`src/rtl/pmc_dconf_shifter_if.sv`:
```
// pmc_digital_conf: 32-bit pixel-matrix digital configuration word.
// res = upper 24 bits, th = lower 8 bits; master = register block.
interface pmc_digital_conf;
    logic [23:0] res;
    logic [7:0]  th;

    modport master (output res, th);
    modport slave  (input  res, th);
endinterface

```
`src/rtl/pmc_dconf_shifter.sv`:
```
// pmc_dconf_shifter: serialises {res, th} MSB-first into the pixel-matrix
// digital-configuration chain, then strobes the chain latch and pulses done.
// Ports:
//   clk, rst_n    system clock, async active-low reset
//   digital_conf  pmc_digital_conf.slave word source (sampled on start)
//   start         single-cycle transfer request (ignored unless idle)
//   busy, done    transfer in progress / one-cycle completion pulse
//   sclk, sdata   chain serial clock (chain samples on rise) and data
//   strobe        chain parallel-load latch, active high
// Optional build macro PMC_DCONF_READBACK_EN adds sdata_in, rb_data and
// rb_mismatch: the chain tail is captured on every sclk rise and compared
// with the transferred word at latch time.
module pmc_dconf_shifter #(
    parameter int CLK_DIV = 4
) (
    input  logic           clk,
    input  logic           rst_n,
    pmc_digital_conf.slave digital_conf,
    input  logic           start,
    output logic           busy,
    output logic           done,
    output logic           sclk,
    output logic           sdata,
    output logic           strobe
`ifdef PMC_DCONF_READBACK_EN
    ,
    input  logic           sdata_in,
    output logic [31:0]    rb_data,
    output logic           rb_mismatch
`endif
);

    localparam int CONF_W = 32;
    localparam logic [7:0] DIV_LAST = 8'(CLK_DIV - 1);
    localparam logic [4:0] BIT_LAST = 5'(CONF_W - 1);

    typedef enum logic [1:0] {IDLE, SHIFT, LATCH, DONE} state_t;

    state_t            state, state_n;
    logic [CONF_W-1:0] shreg, shreg_n;
    logic [4:0]        bit_cnt, bit_n;
    logic [7:0]        div_cnt, div_n;
    logic              busy_n, done_n, sclk_n, strobe_n;
    logic              half_end;

    // The shift register drains to zero after 32 shifts, so its MSB is
    // also the registered data line outside SHIFT.
    assign sdata    = shreg[CONF_W-1];
    assign half_end = (div_cnt == DIV_LAST);

    always_comb begin
        state_n  = state;
        shreg_n  = shreg;
        bit_n    = bit_cnt;
        div_n    = div_cnt;
        busy_n   = busy;
        done_n   = 1'b0;
        sclk_n   = sclk;
        strobe_n = strobe;
        unique case (state)
            IDLE: begin
                if (start) begin
                    state_n = SHIFT;
                    shreg_n = {digital_conf.res, digital_conf.th};
                    bit_n   = 5'd0;
                    div_n   = 8'd0;
                    busy_n  = 1'b1;
                    sclk_n  = 1'b0;
                end
            end
            SHIFT: begin
                div_n = div_cnt + 8'd1;
                if (half_end) begin
                    div_n = 8'd0;
                    if (!sclk) begin
                        sclk_n = 1'b1;
                    end else begin
                        sclk_n  = 1'b0;
                        shreg_n = {shreg[CONF_W-2:0], 1'b0};
                        bit_n   = bit_cnt + 5'd1;
                        if (bit_cnt == BIT_LAST) begin
                            state_n  = LATCH;
                            strobe_n = 1'b1;
                        end
                    end
                end
            end
            LATCH: begin
                div_n = div_cnt + 8'd1;
                if (half_end) begin
                    div_n    = 8'd0;
                    strobe_n = 1'b0;
                    busy_n   = 1'b0;
                    done_n   = 1'b1;
                    state_n  = DONE;
                end
            end
            DONE: begin
                state_n = IDLE;
            end
            default: begin
                state_n = IDLE;
            end
        endcase
    end

    always_ff @(posedge clk or negedge rst_n) begin
        if (!rst_n) begin
            state   <= IDLE;
            shreg   <= '0;
            bit_cnt <= 5'd0;
            div_cnt <= 8'd0;
            busy    <= 1'b0;
            done    <= 1'b0;
            sclk    <= 1'b0;
            strobe  <= 1'b0;
        end else begin
            state   <= state_n;
            shreg   <= shreg_n;
            bit_cnt <= bit_n;
            div_cnt <= div_n;
            busy    <= busy_n;
            done    <= done_n;
            sclk    <= sclk_n;
            strobe  <= strobe_n;
        end
    end

`ifdef PMC_DCONF_READBACK_EN
    logic [CONF_W-1:0] word_q;
    logic              sclk_rise;

    // Capture happens on the same edge that raises sclk, i.e. before the
    // chain itself shifts, so rb_data sees the bit leaving the chain tail.
    assign sclk_rise = (state == SHIFT) && half_end && !sclk;

    always_ff @(posedge clk or negedge rst_n) begin
        if (!rst_n) begin
            word_q      <= '0;
            rb_data     <= '0;
            rb_mismatch <= 1'b0;
        end else begin
            if (state == IDLE && start)
                word_q <= {digital_conf.res, digital_conf.th};
            if (sclk_rise)
                rb_data <= {rb_data[CONF_W-2:0], sdata_in};
            if (state == LATCH && half_end)
                rb_mismatch <= (rb_data != word_q);
        end
    end
`endif

endmodule

```
`src/flat_wrapper.sv`:
```
// flat-port wrapper written by rule: the top's interface ports become plain ports
module pmc_dconf_shifter_flat 
#(
    parameter int CLK_DIV = 4
)
  (clk, rst_n, start, busy, done, sclk, sdata, strobe, digital_conf_res, digital_conf_th);
  pmc_digital_conf digital_conf_i ();
  input  logic clk;
  input  logic rst_n;
  input  logic start;
  output logic busy;
  output logic done;
  output logic sclk;
  output logic sdata;
  output logic strobe;
  input wire logic [$bits(digital_conf_i.res)-1:0] digital_conf_res;
  input wire logic [$bits(digital_conf_i.th)-1:0] digital_conf_th;
  assign digital_conf_i.res = digital_conf_res;
  assign digital_conf_i.th = digital_conf_th;
  pmc_dconf_shifter #(.CLK_DIV(CLK_DIV)) u_core (.clk(clk), .rst_n(rst_n), .digital_conf(digital_conf_i), .start(start), .busy(busy), .done(done), .sclk(sclk), .sdata(sdata), .strobe(strobe));
endmodule
```
`config.mk`:
```
export PLATFORM = sky130hd
export DESIGN_NAME = pmc_dconf_shifter_flat
export DESIGN_NICKNAME = d
export VERILOG_FILES = /design/src/rtl/pmc_dconf_shifter_if.sv /design/src/rtl/pmc_dconf_shifter.sv /design/src/flat_wrapper.sv
export SDC_FILE = /design/constraint.sdc
export NUM_CORES = 1
export LEC_CHECK = 0
export ABC_CLOCK_PERIOD_IN_PS = 1700
export BUFFER_PORTS_ARGS = -buffer_cell sky130_fd_sc_hd__buf_2
export CAP_MARGIN = 15
export CORE_MARGIN = 5
export CORE_UTILIZATION = 51
export DETAILED_ROUTE_END_ITERATION = 10
export GPL_TIMING_DRIVEN = 1
export PLACE_DENSITY = 0.88
export SYNTH_ARGS = -nofsm -noshare
export SYNTH_HDL_FRONTEND = slang
export SYNTH_SLANG_ARGS = --single-unit
```
`constraint.sdc`:
```
create_clock -name clk -period 1.7 [get_ports clk]
set_input_delay 0.17 -clock clk [delete_from_list [all_inputs] [get_ports clk]]
set_output_delay 0.17 -clock clk [all_outputs]
set_load 0.02 [all_outputs]
```
# Word-level counts from Yosys, hierarchy flattened
# Cells that the tools add are included.
totals:
  wordCells: 62
  output_inout_bits: 5
  ff_bits: 51
  inputBits: 35
op_classes:
  add_sub_neg: 2
  muxes: 30
  reduce_logical: 12
  n_eq_ne: 10
op_table:
  columns: ["operator", "n"]
  rows:
  - ["2-to-1 mux 32 bit", 3]
  - ["case mux 32 bit (2 select lines)", 1]
  - ["2-to-1 mux 8 bit", 2]
  - ["case mux 8 bit (2 select lines)", 1]
  - ["2-to-1 mux 5 bit", 3]
  - ["2-to-1 mux 1 bit", 10]
  - ["2-to-1 mux 2 bit", 5]
  - ["case mux 5 bit (2 select lines)", 1]
  - ["AND reduction 5 bit", 2]
  - ["adder 8 x 1 -> 8 bit (second input constant)", 1]
  - ["== test 8 x 2 -> 1 bit (second input constant)", 1]
  - ["!= test 2 x 1 -> 1 bit (second input constant)", 4]
  - ["case mux 2 bit (4 select lines)", 1]
  - ["nonzero test 2 bit", 4]
  - ["case mux 1 bit (2 select lines)", 3]
  - ["AND reduction 3 bit", 2]
  - ["adder 5 x 1 -> 5 bit (second input constant)", 1]
  - ["== test 5 bit (second input constant)", 1]
  - ["== test 2 bit (second input constant)", 2]
  - ["AND reduction 4 bit", 1]
  - ["== test 2 x 1 -> 1 bit (second input constant)", 1]
  - ["logical NOT 2 bit", 1]
  - ["!= test 2 bit (second input constant)", 1]
  - ["AND reduction 2 bit", 1]
  - ["OR reduction 2 bit", 1]

# Logic depth before layout (Yosys ltp)
# Gate-level depths: netlist of the first run.
depth:
  ltp_word: 5
  depth_mapped: 8
  depth_no_buf: 6

# Worst setup path before layout of the first run
# Ideal clock, no wire load.
synth_path:
  path_kind: "register -> register"
  start: "reg u_core.state[0]"
  end: "reg u_core.shreg[10]"
  path_stages_with_launch: 9
  arrival_time_ns: 1.715
  required_ns: 1.622
  path_buffers: 2
  period_less_slack_ns: 1.792
  setup_ns: 0.078
  path_slack_ns: -0.092
  path_cell_list: "dfrtp_1 -> inv_1 -> ha_1 -> buf_4 -> mux2_2 -> nand2_1 -> clkbuf_1 -> o22ai_1 -> a21oi_1"
synth_via:
  elab_chain_len: 3
  word_cells_on_any_way: 8
  cone_classes: "eq/ne (4); mux (1); reduce/logical (3)"
synth_rtl:
  columns: ["element", "line_no", "source"]
  rows:
  - ["start, declared", "pmc_dconf_shifter.sv:39", "state_t state, state_n;"]
  - ["start signal, assigned", "pmc_dconf_shifter.sv:118", "state <= state_n;"]
  - ["== test 2 x 1 -> 1 bit / logical NOT 2 bit (equally long branches)", "pmc_dconf_shifter.sv:60", "unique case (state)"]
  - ["!= test 2 x 1 -> 1 bit (no line), or another cell as far along", null, null]
  - ["AND reduction 4 bit (no line)", null, null]
  - ["end signal, assigned", "pmc_dconf_shifter.sv:119", "shreg <= shreg_n;"]
  - ["end, declared", "pmc_dconf_shifter.sv:40", "logic [CONF_W-1:0] shreg, shreg_n;"]
# Several ways; a longest one is shown, not always the timed one.
# A chain may end at the register's enable or synchronous reset.

# Worst setup path in the final report of the first run
layout_path:
  start: "reg u_core.state[1]"
  end: "reg u_core.bit_cnt[2]"
layout_via:
  elab_chain_len: 3
  word_cells_on_any_way: 8
  cone_classes: "eq/ne (4); mux (1); reduce/logical (3)"
layout_rtl:
  columns: ["element", "line_no", "source"]
  rows:
  - ["== test 2 x 1 -> 1 bit / logical NOT 2 bit (equally long branches)", "pmc_dconf_shifter.sv:60", null]
  - ["!= test 2 x 1 -> 1 bit (no line), or another cell as far along", null, null]
  - ["AND reduction 4 bit (no line)", null, null]
  - ["end signal, assigned", "pmc_dconf_shifter.sv:120", "bit_cnt <= bit_n;"]
  - ["end, declared", "pmc_dconf_shifter.sv:41", "logic [4:0] bit_cnt, bit_n;"]
# Several ways; a longest one is shown, not always the timed one.

==> results of run 1 <==
-- sequential cells by signal, indices dropped and copies added, names as in the netlist --
| name | cells |
|---|---|
| u_core.shreg | 32 |
| u_core.div_cnt | 8 |
| u_core.bit_cnt | 5 |
| u_core.state | 2 |
| u_core.busy | 1 |
| u_core.done | 1 |
| u_core.sclk | 1 |
| u_core.strobe | 1 |
-- how the worst max path moves through the flow --
stage | start | to | slack (ns)
finish | u_core.state[1] | u_core.bit_cnt[2] | -0.28
global route | u_core.div_cnt[1] | u_core.shreg[21] | -0.39
CTS | u_core.div_cnt[0] | u_core.shreg[19] | -0.007
detailed placement | u_core.state[1] | u_core.shreg[14] | -0.1
global placement | u_core.state[0] | u_core.sclk | -0.01
floorplan | u_core.div_cnt[0] | u_core.shreg[31] | -0.03
-- critical path, delay by kind of cell (launching register included) --
family,cells,cell delay [ns]
multiplexers,1,0.36
AND/OR/NAND/NOR,1,0.19
adder cells (fa/ha/maj),1,0.22
flip-flops,1,0.46
buffers and inverters,2,0.35
AO/OA/AOI/OAI,2,0.27
-- metal layers --
| layer | share of wire | wire length [µm] | GRT usage | vias to the layer above |
|---|---|---|---|---|
| met3 | 0.092 | 964 | 0.0559 | 67 |
| met2 | 0.47 | 4900 | 0.401 | 213 |
| met4 | 0.059 | 622 | 0.127 | 0 |
| li1 | - | - | - | 1204 |
| met1 | 0.38 | 3980 | 0.349 | 1416 |
| met5 | 0 | 0 | 0 | - |
-- layout make-up --
| class | count | share of cell area |
|---|---|---|
| timing repair buffer | 98 | 0.198 |
| multi-input combinational | 188 | 0.429 |
| clock buffer | 5 | 0.0171 |
| inverter | 7 | 0.00651 |
| clock inverter | 3 | 0.0118 |
| tap | 70 | 0.0217 |
| sequential | 51 | 0.316 |
-- repair_timing --
action                                 in CTS  in global routing
pin swaps                                   3                 55
cloned                                      2                  1
setup endpoints to repair                  45                 49
gates resized for setup                    20                 98
endpoints found under the hold margin      27                  0
setup buffers                               7                  7
hold buffers                                1                  0
-- report_power, final --
group	switching (W)	leakage, nW	internal [W]
sequential	0.000767	0.620	0.00174
clock	0.000477	0.0587	0.000447
combinational	0.00258	0.989	0.00263
-- kinds of logic (layout without fill, tap and decap cells) --
kind of cell | count (synthesis) | in the layout | share of synthesized area
AO/OA/AOI/OAI | 120 | 120 | 0.276
flip-flops | 51 | 51 | 0.490
AND/OR/NAND/NOR | 50 | 50 | 0.106
buffers and inverters | 28 | 113 | 0.0547
multiplexers | 8 | 8 | 0.0317
adder cells (fa/ha/maj) | 6 | 6 | 0.0288
XOR/XNOR | 4 | 4 | 0.0134
-- stage by stage --
step / instance area [µm²] / setup TNS, ns / util / power, W
2_1_floorplan: 2630 / -0.985 / - / 0.00428
3_3_place_gp: 3140 / -0.0102 / 0.623 / 0.00525
3_5_place_dp: 3140 / -2.22 / 0.623 / 0.00544
4_1_cts: 3440 / -0.0155 / 0.682 / 0.00671
5_1_grt: 4030 / -12.45 / 0.800 / 0.00899
6_report: 4030 / -8.28 / 0.800 / 0.00864
-- layout by cell type, fill, tap and decap left out, types with 3 or more instances in the layout --
master	count
nand2_1	13
a21oi_1	20
a2bb2oi_2	3
o21ai_1	3
buf_6	13
a21oi_2	16
buf_12	5
clkbuf_8	5
buf_2	39
mux2i_1	4
and3_1	4
o22ai_1	33
o21ai_0	5
o22ai_4	14
nor2_1	3
dfrtp_1	51
buf_4	37
nand4_1	5
nor2_2	5
o22ai_2	14
inv_1	5
==> results.yml, run 1 <==
status:
  outcome: "finished with violations"
  violations: "setup timing"
layout:
  final_layout_size_suffix_gt1_frac: 0.528
  nFillCells: 254
  final_net_count: 392
  seqCellArea_um2: 1280
  area_growth_pct: 54.8
  multi_input_area_um2: 1730
  layoutNonFillerInstCount: 422
  antenna-diode-count: 0
synthesis:
  synth-edff-count: 0
  synth.top_cell.area_share: 0.490
  syn_avg_cell_area_um2: 9.76
  postSynthCellCount: 267
  synthTopCellsByCount: "o22ai_1, dfrtp_1, a21oi_1, nand2_1, clkbuf_1"
  ys.flop_type: "dfrtp_1"
  synth-seq-cells: 51
  yosysWarnings: 0
  syn_nets: 308
  yosysMostFrequentCell: "o22ai_1"
  synth-seq-area-share: 0.490
  syn-cell-area_um2: 2610
  synth-async-reset-ratio: 1.00
  synthTopCellsByArea: "dfrtp_1, o22ai_1, a21oi_1, ha_1, mux2i_1"
  synth_area_leader_cell: "dfrtp_1"
  synth_cell_types: 37
power:
  peakVddDrop_mv: 1.48
  p_leak_nw: 1.67
  powerDensity_nw_per_um2: 2140
critical_path:
  max_stage_delay_ns: 0.46
  start_kind: "register"
  setup.worst_path.end_class: "register"
  slowest_stage: "dfrtp_1"
  crit_type: "register to register"
  rr_startpoint: "u_core.state[1]"
  worstPathArrival_ns: 2.20
  r2r_end: "u_core.bit_cnt[2]"
  path_max_fanout: 7
  r2r_cells: 7
  required_ns: 1.91
  cp_cell_sequence: "inv_2 -> ha_4 -> mux2_4 -> nand4_4 -> buf_6 -> a2bb2oi_2 -> o21ai_1"
  r2r_slack_ns: -0.28
clocking:
  cts_root_buf: "clkbuf_8"
  htreeDepth: 2
  cts_tree: "yes"
  cts_buffers: 5
  clock-sinks: 51
  clock_latency_ns: 0.33
  clk_pin_slew_worst_paths_ns: 0.11
  clockBufferDepth: 2
floorplanning:
  start_util: 0.517
  ios: 40
  die_height_um: 81.5
  die_area_um2: 6640
  die_x_um: 81.5
  row_count: 26
  design.core.area_um2: 5040
route:
  vias: 2900
  drc_errors: 0
  viasPerCell: 6.87
  wl_um: 10500
  first_pass_iters: 5
  drtAntennaViolNets: 0
  drtIter0Drc: 312
  drt-wirelength-per-cell_um: 24.8
timing:
  finalHoldViolCount: 0
  rsz0062_at_grt: "true"
  worst_pin_slew_ns: 0.672
  period_minus_slack_ns: 1.98
  fin_ws_ns: -0.284
  setup_viol: 50
  skew_ns: 0.00838
  min_period_over_period: 1.17
  worst_hold_slack_ns: 0.104
  maxSlewViolCount: 0
  fmax_ghz: 0.504
  slew_headroom: 0.552
global_routing:
  grt_max_degree: 30
  grt.total_usage: 0.260
  grt_pass1_vias: 2648
  grt_pass1_wl_um: 13200
  antenna_found_initial: 0
  grt_overflow: 0
place:
  dp_cells: 396
  place_hpwl_um: 4750
  place_congestion: 0.879
  port_buffers: 39
  pre_cts_slack_ns: -0.0997
hold_path:
  holdPathStages: 3
  holdPathEnd: "u_core.shreg[10]"
  hold_path_startpoint: "digital_conf_res[2]"
  holdCritPathClass: "input pin to register"
flow_run:
  maxCapViolCount: 0
No activity file was read; power rests on OpenSTA's default activity.
==> run 2: changes to the inputs <==
--- a/config.mk
+++ b/config.mk
@@ -9,10 +9,10 @@
 export BUFFER_PORTS_ARGS = -buffer_cell sky130_fd_sc_hd__buf_2
 export CAP_MARGIN = 15
 export CORE_MARGIN = 5
-export CORE_UTILIZATION = 51
+export CORE_UTILIZATION = 30
 export DETAILED_ROUTE_END_ITERATION = 10
 export GPL_TIMING_DRIVEN = 1
-export PLACE_DENSITY = 0.88
+export PLACE_DENSITY = 0.61
 export SYNTH_ARGS = -nofsm -noshare
 export SYNTH_HDL_FRONTEND = slang
 export SYNTH_SLANG_ARGS = --single-unit
==> run 2 against run 1 <==
Against the previous run:
- critical endpoint is now u_core.div_cnt[5]
- fmax increased by 15%
- clock power decreased by 21%
- sequential share of layout area increased by 3.4 points
- largest cell class unchanged
- clock-buffer cell count unchanged
- the flow still finishes with violations (setup timing)
- combinational power decreased by 22%
- register-to-register slack improved by 0.25 ns
- non-clock buffer count decreased by 12
- via count decreased by 17%
- highest routed layer unchanged
- clock skew decreased by 0.0013 ns
==> results.yml, run 2 (synthesized netlist as in run 1, its figures left out) <==
clocking:
  clockBufferDepth: 2
  clk_pin_slew_worst_paths_ns: 0.10
  cts_buffers: 5
  cts_tree: "yes"
  htreeDepth: 2
  clock-sinks: 51
  cts_root_buf: "clkbuf_8"
  clock_latency_ns: 0.31
layout:
  final_layout_size_suffix_gt1_frac: 0.412
  multi_input_area_um2: 1450
  area_growth_pct: 39.7
  largest_register_ffs: 32
  antenna-diode-count: 0
  final_common_cell: "dfrtp_1"
  final_net_count: 380
  stdcell_area_um2: 3640
  nFillCells: 853
  final_cell_mix: "dfrtp_1, o22ai_1, buf_2"
  reg_top3: "u_core.shreg: 32 flops, u_core.div_cnt: 8 flops, u_core.bit_cnt: 5 flops"
  fin_util: 0.424
  top_register: "u_core.shreg"
  seqCellArea_um2: 1280
timing:
  slew_headroom: 0.713
  min_period_over_period: 1.02
  skew_ns: 0.00706
  period_minus_slack_ns: 1.73
  finalSetupTns_ns: -0.0306
  finalHoldViolCount: 0
  fin_ws_ns: -0.0306
  rsz0062_at_grt: "true"
  worst_pin_slew_ns: 0.431
  setup_viol: 1
  maxSlewViolCount: 0
  worst_hold_slack_ns: 0.123
  fmax_ghz: 0.578
place:
  place_hpwl_um: 4830
  placed_area_um2: 3180
  place_congestion: 0.842
  port_buffers: 39
route:
  wl_um: 7400
  viasPerCell: 5.39
  drc_errors: 0
  vias: 2414
  drtIter0Drc: 117
  first_pass_iters: 4
  drt-wirelength-per-cell_um: 16.5
  drtAntennaViolNets: 0
global_routing:
  grt_pass1_wl_um: 11800
  grt_pass1_vias: 2407
  grt_overflow: 0
  antenna_found_initial: 0
  grt.total_usage: 0.138
  grt_max_degree: 31
status:
  violations: "setup timing"
  outcome: "finished with violations"
floorplanning:
  die_x_um: 103
  row_count: 34
  design.core.area_um2: 8590
  die_height_um: 103
  die_area_um2: 10700
  ios: 40
  start_util: 0.303
flow_run:
  maxCapViolCount: 0
power:
  p_int_w: 0.00418
  power_frac_seq: 0.316
  switching_share: 0.405
  powerDensity_nw_per_um2: 1930
  p_leak_nw: 1.54
  p_switching_w: 0.00285
  peakVddDrop_mv: 0.810
  clockPowerShare: 0.104
  combPwrFrac: 0.580
hold_path:
  holdCritPathClass: "input pin to register"
critical_path:
  worstPathArrival_ns: 1.97
  setup.worst_path.end_class: "register"
  crit_type: "register to register"
  start_kind: "register"
  required_ns: 1.94
  path_max_fanout: 3
==> run 2: changes by cell type in the layout (fill, tap and decap cells not counted), moves of 4 or more <==
cell / delta
a21oi_1: +16
a21oi_2: -14
buf_4: -4
buf_6: -8
nor2_1: +6
nor2_2: -5
o22ai_1: +7
o22ai_2: +6
o22ai_4: -13
==> run 2: area by class of cell <==
| cell class | instances | area share |
|---|---|---|
| well taps | 108 | 0.0371 |
| repair buffers | 86 | 0.182 |
| clock inverters | 3 | 0.00515 |
| inverters | 7 | 0.00722 |
| flip-flops and latches | 51 | 0.351 |
| multi-input cells | 188 | 0.399 |
| clock buffers | 5 | 0.0189 |
==> run 2: through the flow <==
stage / setup slack (ns) / power [W] / cells
floorplan: -0.0341 / 0.00428 / 267
global placement: -0.0301 / 0.00541 / 432
detailed placement: -0.0994 / 0.00551 / 432
CTS: -0.00905 / 0.00634 / 441
global route: -0.0849 / 0.00757 / 448
finish: -0.0306 / 0.00704 / 448
==> run 2: worst max-delay path, stage by stage, from the launching register on <==
cell	delay, ns
dfrtp_1	0.44
inv_2	0.08
ha_4	0.27
mux2i_2	0.08
or3_4	0.35
or3_4	0.34
a21oi_2	0.12
==> run 2: final timing paths <==
path	startpoint	end	slack [ns]	cells after the start
worst max-delay path	u_core.state[0]	u_core.div_cnt[5]	-0.03	6
worst min register to register	u_core.shreg[0]	u_core.shreg[0]	0.52	1
max in group asynchronous	rst_n	u_core.shreg[8]	0.77	3
min in group asynchronous	rst_n	u_core.div_cnt[7]	0.32	2
worst max register to register	u_core.state[0]	u_core.div_cnt[5]	-0.03	6
worst min-delay path	digital_conf_th[6]	u_core.shreg[6]	0.12	3
==> run 2: power by group through the flow <==
stage               clock, W  sequential, W  combinational, W
global placement           0        0.00215           0.00326
detailed placement         0        0.00217           0.00334
floorplan                  0        0.00210           0.00218
global route        0.000788        0.00229           0.00449
finish              0.000729        0.00223           0.00408
CTS                 0.000741        0.00216           0.00344
==> run 2: routing by layer <==
layer,vias to the layer above,part of all wire,routed length [µm],global-route usage
li1,1163,-,-,-
met5,-,0,0,0
met1,1203,0.46,3400,0.192
met3,2,0.041,305,0.0309
met4,0,0.0050,37,0.0309
met2,46,0.49,3650,0.222
==> run 2: timing repair <==
item	in CTS	in global routing
cloned	0	1
hold buffers	1	0
pin swaps	0	15
hold endpoints to repair	17	0
setup endpoints to repair	38	41
setup buffers	0	6
resized for setup	12	46
